`src/rtl/simon_axi_pkg.sv`:
```
// Shared AXI encodings and FSM state type for the SIMON egress write path.
package simon_axi_pkg;
   localparam int BEAT_BYTES = 16;
   localparam int BEATS_W    = 9;

   localparam logic [1:0] AXI_BURST_INCR = 2'b01;
   localparam logic [1:0] AXI_RESP_OKAY  = 2'b00;
   localparam logic [2:0] AXI_SIZE_16B   = 3'd4;
   localparam logic [3:0] AXI_CACHE_DEF  = 4'b0011;

   typedef enum logic [2:0] {
      ST_IDLE,
      ST_ADDR,
      ST_DATA,
      ST_RESP,
      ST_DONE
   } wr_state_t;
endpackage

```
`src/rtl/simon_fifo_to_axi_wr_if.sv`:
```
// AXI4 write-channel bundle (AW, W, B) between the egress writer and memory.
interface simon_fifo_to_axi_wr_if #(
   parameter int ADDR_W = 32,
   parameter int DATA_W = 128,
   parameter int LEN_W  = 8
);
   logic [ADDR_W-1:0]   awaddr;
   logic [LEN_W-1:0]    awlen;
   logic [1:0]          awburst;
   logic [3:0]          awcache;
   logic                awlock;
   logic [2:0]          awprot;
   logic [3:0]          awqos;
   logic [3:0]          awregion;
   logic [2:0]          awsize;
   logic                awvalid;
   logic                awready;
   logic [DATA_W-1:0]   wdata;
   logic [DATA_W/8-1:0] wstrb;
   logic                wlast;
   logic                wvalid;
   logic                wready;
   logic [1:0]          bresp;
   logic                bvalid;
   logic                bready;

   modport master (
      output awaddr, awlen, awburst, awcache, awlock, awprot,
      output awqos, awregion, awsize, awvalid,
      output wdata, wstrb, wlast, wvalid, bready,
      input  awready, wready, bresp, bvalid
   );

   modport slave (
      input  awaddr, awlen, awburst, awcache, awlock, awprot,
      input  awqos, awregion, awsize, awvalid,
      input  wdata, wstrb, wlast, wvalid, bready,
      output awready, wready, bresp, bvalid
   );
endinterface

```
`src/rtl/simon_axi_burst_calc.sv`:
```
// Beats for the next burst: min(remaining, MAX_BURST_LEN, beats left in 4KB page).
module simon_axi_burst_calc
   import simon_axi_pkg::*;
#(
   parameter int CNT_WIDTH     = 20,
   parameter int MAX_BURST_LEN = 16
) (
   input  logic [7:0]           addr_blk,
   input  logic [CNT_WIDTH-1:0] remaining,
   output logic [BEATS_W-1:0]   beats
);
   logic [BEATS_W-1:0]   cap;
   logic [CNT_WIDTH-1:0] cap_ext;

   always_comb begin
      // addr_blk is addr[11:4]; 256 beats per 4KB page
      cap = 9'd256 - {1'b0, addr_blk};
      if (cap > BEATS_W'(MAX_BURST_LEN))
         cap = BEATS_W'(MAX_BURST_LEN);
      cap_ext = CNT_WIDTH'(cap);
      beats = (remaining < cap_ext) ? remaining[BEATS_W-1:0] : cap;
   end
endmodule

```
`src/rtl/simon_fifo_to_axi_wr.sv`:
```
// Drains egress FIFO blocks into AXI4 INCR write bursts; one burst in flight.
// Define SIMON_WR_BRESP_CHECK_EN to stop the job and flag status_err on a bad BRESP.
module simon_fifo_to_axi_wr
   import simon_axi_pkg::*;
#(
   parameter int DATA_DATA_WIDTH = 128,
   parameter int DATA_ADDR_WIDTH = 32,
   parameter int DATA_LEN_WIDTH  = 8,
   parameter int MAX_BURST_LEN   = 16,
   parameter int CNT_WIDTH       = 20
) (
   input  logic                       clk,
   input  logic                       rst,
   input  logic                       cfg_start,
   input  logic [DATA_ADDR_WIDTH-1:0] cfg_base_addr,
   input  logic [CNT_WIDTH-1:0]       cfg_num_blocks,
   output logic                       status_busy,
   output logic                       status_done,
   output logic                       status_err,
   input  logic [DATA_DATA_WIDTH-1:0] egress_fifo_din,
   input  logic                       egress_fifo_vld,
   output logic                       egress_fifo_rdy,
   simon_fifo_to_axi_wr_if.master     simon_block_out
);
   wr_state_t                  state_q, state_d;
   logic [DATA_ADDR_WIDTH-1:0] addr_q, addr_d;
   logic [CNT_WIDTH-1:0]       rem_q, rem_d, rem_next;
   logic [BEATS_W-1:0]         beat_q, beat_d;
   logic [BEATS_W-1:0]         beats, beats_m1;
   logic                       w_fire, last_beat;

   simon_axi_burst_calc #(
      .CNT_WIDTH     (CNT_WIDTH),
      .MAX_BURST_LEN (MAX_BURST_LEN)
   ) u_calc (
      .addr_blk  (addr_q[11:4]),
      .remaining (rem_q),
      .beats     (beats)
   );

   assign beats_m1  = beats - BEATS_W'(1);
   assign last_beat = (beat_q == beats_m1);
   assign rem_next  = rem_q - CNT_WIDTH'(beats);
   assign w_fire    = (state_q == ST_DATA) & egress_fifo_vld
                    & simon_block_out.wready;

`ifdef SIMON_WR_BRESP_CHECK_EN
   logic err_q, err_d;
   logic resp_err;
   assign resp_err   = (simon_block_out.bresp != AXI_RESP_OKAY);
   assign status_err = err_q;
`else
   logic unused_bresp;
   assign unused_bresp = ^simon_block_out.bresp;
   assign status_err   = 1'b0;
`endif

   always_comb begin
      state_d = state_q;
      addr_d  = addr_q;
      rem_d   = rem_q;
      beat_d  = beat_q;
`ifdef SIMON_WR_BRESP_CHECK_EN
      err_d   = err_q;
`endif
      unique case (state_q)
         ST_IDLE: if (cfg_start) begin
            addr_d  = cfg_base_addr & ~DATA_ADDR_WIDTH'(BEAT_BYTES - 1);
            rem_d   = cfg_num_blocks;
`ifdef SIMON_WR_BRESP_CHECK_EN
            err_d   = 1'b0;
`endif
            state_d = (cfg_num_blocks == '0) ? ST_DONE : ST_ADDR;
         end
         ST_ADDR: if (simon_block_out.awready) begin
            beat_d  = '0;
            state_d = ST_DATA;
         end
         ST_DATA: if (w_fire) begin
            beat_d = beat_q + BEATS_W'(1);
            if (last_beat)
               state_d = ST_RESP;
         end
         ST_RESP: if (simon_block_out.bvalid) begin
            addr_d  = addr_q + DATA_ADDR_WIDTH'({beats, 4'b0000});
            rem_d   = rem_next;
            state_d = (rem_next == '0) ? ST_DONE : ST_ADDR;
`ifdef SIMON_WR_BRESP_CHECK_EN
            if (resp_err) begin
               err_d   = 1'b1;
               state_d = ST_DONE;
            end
`endif
         end
         ST_DONE: state_d = ST_IDLE;
         default: state_d = ST_IDLE;
      endcase
   end

   always_ff @(posedge clk or posedge rst) begin
      if (rst) begin
         state_q <= ST_IDLE;
         addr_q  <= '0;
         rem_q   <= '0;
         beat_q  <= '0;
`ifdef SIMON_WR_BRESP_CHECK_EN
         err_q   <= 1'b0;
`endif
      end else begin
         state_q <= state_d;
         addr_q  <= addr_d;
         rem_q   <= rem_d;
         beat_q  <= beat_d;
`ifdef SIMON_WR_BRESP_CHECK_EN
         err_q   <= err_d;
`endif
      end
   end

   assign status_busy     = (state_q != ST_IDLE);
   assign status_done     = (state_q == ST_DONE);
   assign egress_fifo_rdy = (state_q == ST_DATA) & simon_block_out.wready;

   assign simon_block_out.awaddr   = addr_q;
   assign simon_block_out.awlen    = DATA_LEN_WIDTH'(beats_m1);
   assign simon_block_out.awburst  = AXI_BURST_INCR;
   assign simon_block_out.awcache  = AXI_CACHE_DEF;
   assign simon_block_out.awlock   = 1'b0;
   assign simon_block_out.awprot   = 3'b000;
   assign simon_block_out.awqos    = 4'b0000;
   assign simon_block_out.awregion = 4'b0000;
   assign simon_block_out.awsize   = AXI_SIZE_16B;
   assign simon_block_out.awvalid  = (state_q == ST_ADDR);
   assign simon_block_out.wdata    = egress_fifo_din;
   assign simon_block_out.wstrb    = '1;
   assign simon_block_out.wlast    = (state_q == ST_DATA) & last_beat;
   assign simon_block_out.wvalid   = (state_q == ST_DATA) & egress_fifo_vld;
   assign simon_block_out.bready   = (state_q == ST_RESP);
endmodule
```
`src/flat_wrapper.sv`:
```
// flat-port wrapper written by rule: the top's interface ports become plain ports
module simon_fifo_to_axi_wr_flat import simon_axi_pkg::*;
#(
   parameter int DATA_DATA_WIDTH = 128,
   parameter int DATA_ADDR_WIDTH = 32,
   parameter int DATA_LEN_WIDTH  = 8,
   parameter int MAX_BURST_LEN   = 16,
   parameter int CNT_WIDTH       = 20
)
  (clk, rst, cfg_start, cfg_base_addr, cfg_num_blocks, status_busy, status_done, status_err, egress_fifo_din, egress_fifo_vld, egress_fifo_rdy, simon_block_out_awaddr, simon_block_out_awlen, simon_block_out_awburst, simon_block_out_awcache, simon_block_out_awlock, simon_block_out_awprot, simon_block_out_awqos, simon_block_out_awregion, simon_block_out_awsize, simon_block_out_awvalid, simon_block_out_wdata, simon_block_out_wstrb, simon_block_out_wlast, simon_block_out_wvalid, simon_block_out_bready, simon_block_out_awready, simon_block_out_wready, simon_block_out_bresp, simon_block_out_bvalid);
  simon_fifo_to_axi_wr_if simon_block_out_i ();
  input  logic clk;
  input  logic rst;
  input  logic cfg_start;
  input  logic [DATA_ADDR_WIDTH-1:0] cfg_base_addr;
  input  logic [CNT_WIDTH-1:0] cfg_num_blocks;
  output logic status_busy;
  output logic status_done;
  output logic status_err;
  input  logic [DATA_DATA_WIDTH-1:0] egress_fifo_din;
  input  logic egress_fifo_vld;
  output logic egress_fifo_rdy;
  output wire logic [$bits(simon_block_out_i.awaddr)-1:0] simon_block_out_awaddr;
  output wire logic [$bits(simon_block_out_i.awlen)-1:0] simon_block_out_awlen;
  output wire logic [$bits(simon_block_out_i.awburst)-1:0] simon_block_out_awburst;
  output wire logic [$bits(simon_block_out_i.awcache)-1:0] simon_block_out_awcache;
  output wire logic [$bits(simon_block_out_i.awlock)-1:0] simon_block_out_awlock;
  output wire logic [$bits(simon_block_out_i.awprot)-1:0] simon_block_out_awprot;
  output wire logic [$bits(simon_block_out_i.awqos)-1:0] simon_block_out_awqos;
  output wire logic [$bits(simon_block_out_i.awregion)-1:0] simon_block_out_awregion;
  output wire logic [$bits(simon_block_out_i.awsize)-1:0] simon_block_out_awsize;
  output wire logic [$bits(simon_block_out_i.awvalid)-1:0] simon_block_out_awvalid;
  output wire logic [$bits(simon_block_out_i.wdata)-1:0] simon_block_out_wdata;
  output wire logic [$bits(simon_block_out_i.wstrb)-1:0] simon_block_out_wstrb;
  output wire logic [$bits(simon_block_out_i.wlast)-1:0] simon_block_out_wlast;
  output wire logic [$bits(simon_block_out_i.wvalid)-1:0] simon_block_out_wvalid;
  output wire logic [$bits(simon_block_out_i.bready)-1:0] simon_block_out_bready;
  input wire logic [$bits(simon_block_out_i.awready)-1:0] simon_block_out_awready;
  input wire logic [$bits(simon_block_out_i.wready)-1:0] simon_block_out_wready;
  input wire logic [$bits(simon_block_out_i.bresp)-1:0] simon_block_out_bresp;
  input wire logic [$bits(simon_block_out_i.bvalid)-1:0] simon_block_out_bvalid;
  assign simon_block_out_awaddr = simon_block_out_i.awaddr;
  assign simon_block_out_awlen = simon_block_out_i.awlen;
  assign simon_block_out_awburst = simon_block_out_i.awburst;
  assign simon_block_out_awcache = simon_block_out_i.awcache;
  assign simon_block_out_awlock = simon_block_out_i.awlock;
  assign simon_block_out_awprot = simon_block_out_i.awprot;
  assign simon_block_out_awqos = simon_block_out_i.awqos;
  assign simon_block_out_awregion = simon_block_out_i.awregion;
  assign simon_block_out_awsize = simon_block_out_i.awsize;
  assign simon_block_out_awvalid = simon_block_out_i.awvalid;
  assign simon_block_out_wdata = simon_block_out_i.wdata;
  assign simon_block_out_wstrb = simon_block_out_i.wstrb;
  assign simon_block_out_wlast = simon_block_out_i.wlast;
  assign simon_block_out_wvalid = simon_block_out_i.wvalid;
  assign simon_block_out_bready = simon_block_out_i.bready;
  assign simon_block_out_i.awready = simon_block_out_awready;
  assign simon_block_out_i.wready = simon_block_out_wready;
  assign simon_block_out_i.bresp = simon_block_out_bresp;
  assign simon_block_out_i.bvalid = simon_block_out_bvalid;
  simon_fifo_to_axi_wr #(.DATA_DATA_WIDTH(DATA_DATA_WIDTH), .DATA_ADDR_WIDTH(DATA_ADDR_WIDTH), .DATA_LEN_WIDTH(DATA_LEN_WIDTH), .MAX_BURST_LEN(MAX_BURST_LEN), .CNT_WIDTH(CNT_WIDTH)) u_core (.clk(clk), .rst(rst), .cfg_start(cfg_start), .cfg_base_addr(cfg_base_addr), .cfg_num_blocks(cfg_num_blocks), .status_busy(status_busy), .status_done(status_done), .status_err(status_err), .egress_fifo_din(egress_fifo_din), .egress_fifo_vld(egress_fifo_vld), .egress_fifo_rdy(egress_fifo_rdy), .simon_block_out(simon_block_out_i));
endmodule
```
`config.mk`:
```
export PLATFORM = sky130hd
export DESIGN_NAME = simon_fifo_to_axi_wr_flat
export DESIGN_NICKNAME = d
export VERILOG_FILES = /design/src/rtl/simon_axi_pkg.sv /design/src/rtl/simon_fifo_to_axi_wr_if.sv /design/src/rtl/simon_axi_burst_calc.sv /design/src/rtl/simon_fifo_to_axi_wr.sv /design/src/flat_wrapper.sv
export SDC_FILE = /design/constraint.sdc
export NUM_CORES = 1
export LEC_CHECK = 0
export ABC_AREA = 0
export BUFFER_PORTS_ARGS = -buffer_cell sky130_fd_sc_hd__buf_4
export CORE_AREA = 2 2 155 157
export DETAILED_ROUTE_END_ITERATION = 10
export DIE_AREA = 0 0 157 159
export GPL_TIMING_DRIVEN = 0
export SLEW_MARGIN = 10
export SYNTH_ARGS = -nofsm -noshare
export SYNTH_HDL_FRONTEND = slang
export SYNTH_SLANG_ARGS = --single-unit
```
`constraint.sdc`:
```
create_clock -name clk -period 13.3 [get_ports clk]
set_input_delay 1.995 -clock clk [delete_from_list [all_inputs] [get_ports clk]]
set_output_delay 1.995 -clock clk [all_outputs]
set_load 0.01 [all_outputs]
```
==> flow_metrics.tcl <==
set metrics [dict create \
    status "finished clean" \
    syn_avg_cell_area_um2 7.63 \
    antenna_found_initial 0 \
    path_class "reg -> out" \
    postCtsSetupBuffers 0 \
    power.internal_w 0.000909 \
    power.density_mw_per_mm2 183 \
    synth-edff-count 0 \
    rsz0062_at_grt "false" \
    min_period_ns 10.15 \
    layout-drive-gt1-share_pct 36.8 \
    netlist.area_leader.share_pct 20.9 \
    fp.dieW_um 157 \
    syn_area_mm2 0.00718 \
    peakVddDrop_v 0.0000968 \
    track_usage_pct 20.3 \
    register_area_mm2 0.00150 \
    antenna_left 0 \
    synth.distinct_cells 87 \
    synthCells 941 \
    io_pins 402 \
    die_y_um 159 \
    max_freq_mhz 98.5 \
    cts_hold_buf 0 \
    yosys-top-cells-area "dfrtp_1 21%, buf_4 18%, a21oi_1 5.4%" \
    finalHoldViolCount 0 \
    cp_slowest_stage_delay_ns 0.94 \
    drc 0 \
    port_buffers 224 \
    die_area_mm2 0.0250 \
    fill_cells 2378 \
    ys_seq_elements 60 \
    clkTransAtPathRegs_ns 0.05 \
    hold_path_class "reg -> reg" \
    grt_pass1_vias 7327 \
    setup_ws_ns 3.15 \
    setup_violations 0 \
    maxCapViolations 0 \
    multi_input_area_mm2 0.00425 \
    postRouteWirelength_um 26400 \
    leakage_nw 4.65 \
    htreeDepth 3 \
    syn_to_final_growth_pct 36.6 \
    antenna_cells 0 \
    skew_ns 0.00639 \
    yosys_warnings 0 \
    synth-seq-area-share_pct 20.9 \
    grt_start_max_net_pins 49 \
    r2r_setup_slack_ns 4.79 \
    setup_tns_ns 0 \
    final_util_pct 42.3 \
    vias 7925 \
    start_util_pct 30.9 \
    crit_slowest_cell "a2111oi_1" \
    final_cells 1545 \
    num_rows 56 \
    clockPowerShare_pct 15.9 \
    clock_tree.root_cell "clkbuf_16" \
    pwr-share-seq_pct 21.1 \
    slew-limit-headroom_pct 30.6 \
    via_per_inst 5.13 \
    async_reset_ff_share_pct 100 \
    cp_cell_sequence "clkbuf_1, inv_1, ha_1, nor3_1, nand2_1, a2111oi_1, nand3_1, ha_1, a21oi_1, or4_1, nand2_1, nor2_2, clkbuf_1, nand2_1, o21ai_0, inv_1, ha_1, clkbuf_1, and3_1, mux2i_1, mux2_2, or3_4, nor3_1, buf_4" \
    final_nets 1441 \
    grt.overflow.total 0 \
    dp_hpwl_um 20600 \
    period_share_pct 76.3 \
    clockBufferDepth 2 \
    combPwrFrac_pct 62.9 \
    critPathTopFamily "simple AND/OR/NAND/NOR gates" \
    gp_congestion 0.922 \
    final_max_slew_viol_count 0 \
    clkSinkCount 60 \
    cts_buffers 9 \
    critPathBufInv 6 \
    cts_tree "built" \
    insertion_delay_ns 0.35 \
    ctsResizeCount 0 \
    worstMarginPinSlew_ns 1.04 \
    synth_flop_cell "dfrtp_1" \
    grt_pass1_wl_um 39900 \
    cp.arrival_ns 8.16 \
    core_area_mm2 0.0232 \
    crit_required_ns 11.31 \
    power.net_switching_w 0.000883 \
    pre_cts_slack_ns 3.63 \
    avgRoutedWirePerCell_um 17.1 \
    drtIter0Drc 593 \
    first_pass_iters 7 \
    cp-start-kind "register" \
    fin_total_pwr_w 0.00179 \
    dp.cells 1529 \
    path_max_fanout 10 \
    swShare_pct 49.3 \
    synth.largest_area_cell "dfrtp_1" \
    crit_path_end_kind "output port" \
]
-- worst paths after layout --
path / startpoint / endpoint / cells after the start
max reg2reg: u_core.simon_block_out.awaddr[4]$_DFFE_PP0P_ / u_core.state_q[0]$_DFFE_PP0P_ / 26
min reg2reg: u_core.beat_q[7]$_DFFE_PP0P_ / u_core.beat_q[7]$_DFFE_PP0P_ / 1
max in group asynchronous: rst / u_core.simon_block_out.awaddr[10]$_DFFE_PP0P_ / 3
min: u_core.beat_q[7]$_DFFE_PP0P_ / u_core.beat_q[7]$_DFFE_PP0P_ / 1
max: u_core.simon_block_out.awaddr[4]$_DFFE_PP0P_ / simon_block_out_wlast / 24
min in group asynchronous: rst / u_core.simon_block_out.awaddr[20]$_DFFE_PP0P_ / 2
-- power by group through the flow --
stage / combinational [W] / sequential, W / clock (W)
floorplan: 0.000731 / 0.000363 / 0
global placement: 0.00110 / 0.000376 / 0
detailed placement: 0.00111 / 0.000378 / 0
CTS: 0.00112 / 0.000377 / 0.000288
global route: 0.00123 / 0.000396 / 0.000297
finish: 0.00113 / 0.000379 / 0.000285
-- cell usage after synthesis (all sizes together) (7+ instances only) --
cell type and n:
nor4 14, o21ai 46, or3 9, nand2 82, dfrtp 60, and3 23
clkbuf 35, nor2 80, a21oi 81, xnor2 20, o22ai 14, buf 180
ha 29, inv 32, a31oi 18, and2 9, a21o 9, mux2i 8
nor3 22, xor2 10, a211oi 7, nand3 33
-- placed cells by master, fill, tap and decap left out, types with 5 or more instances in the layout --
| master | count |
|---|---|
| buf_4 | 395 |
| nand2_1 | 81 |
| nor2_1 | 79 |
| a21oi_1 | 78 |
| dfrtp_1 | 60 |
| conb_1 | 46 |
| o21ai_0 | 40 |
| clkbuf_1 | 36 |
| nand3_1 | 33 |
| inv_1 | 30 |
| ha_1 | 29 |
| and3_1 | 23 |
| nor3_1 | 22 |
| xnor2_1 | 20 |
| a31oi_1 | 18 |
| o22ai_1 | 14 |
| nor4_1 | 11 |
| xor2_1 | 10 |
| and2_1 | 9 |
| a21o_1 | 9 |
| clkbuf_16 | 9 |
| mux2i_1 | 8 |
| a211oi_1 | 6 |
| nand4_1 | 6 |
| nor3b_1 | 6 |
| o21ai_1 | 6 |
| or3_1 | 6 |
| o211a_1 | 5 |
| o2111ai_1 | 5 |
-- per-stage QoR --
stage / cell area [um^2] / hold WS (ns)
after CTS: 9810 / 0.543
after floorplan: 7340 / 0.483
final: 9810 / 0.544
after global placement: 9420 / 0.536
after detailed placement: 9450 / 0.536
after global routing: 9810 / 0.583
-- per-layer routing --
metal	part of all wire (%)	track usage [%]	up-vias
li1	-	-	3714
met1	40	26.2	3675
met2	47	33.4	487
met3	9.9	3.84	49
met4	2.5	7.59	0
met5	0	0	-
-- registers in the layout, indices dropped and copies added (netlist names) --
signal and count:
u_core.simon_block_out.awaddr 28, u_core.rem_q 20, u_core.beat_q 9, u_core.state_q 3
-- layout make-up --
type	count	area share [%]
Tap cell	319	4.07
Buffer	215	15.0
Inverter	33	1.29
Clock buffer	12	2.62
Timing Repair Buffer	225	17.4
Clock inverter	4	0.970
Sequential cell	60	15.3
Multi-Input combinational cell	677	43.3
-- cells by family (layout without fill, tap and decap cells) --
family | after synthesis | after routing | share of synthesized area (%)
adder cells (fa/ha/maj) | 31 | 31 | 5.61
XOR/XNOR | 31 | 31 | 3.97
flip-flops | 60 | 60 | 20.9
multiplexers | 11 | 11 | 1.59
AND/OR/NAND/NOR | 306 | 306 | 21.3
AO/OA/AOI/OAI | 252 | 252 | 24.4
buffers and inverters | 248 | 489 | 22.2
other | 2 | 46 | 0.105
Power figures use the tool's default switching activity.
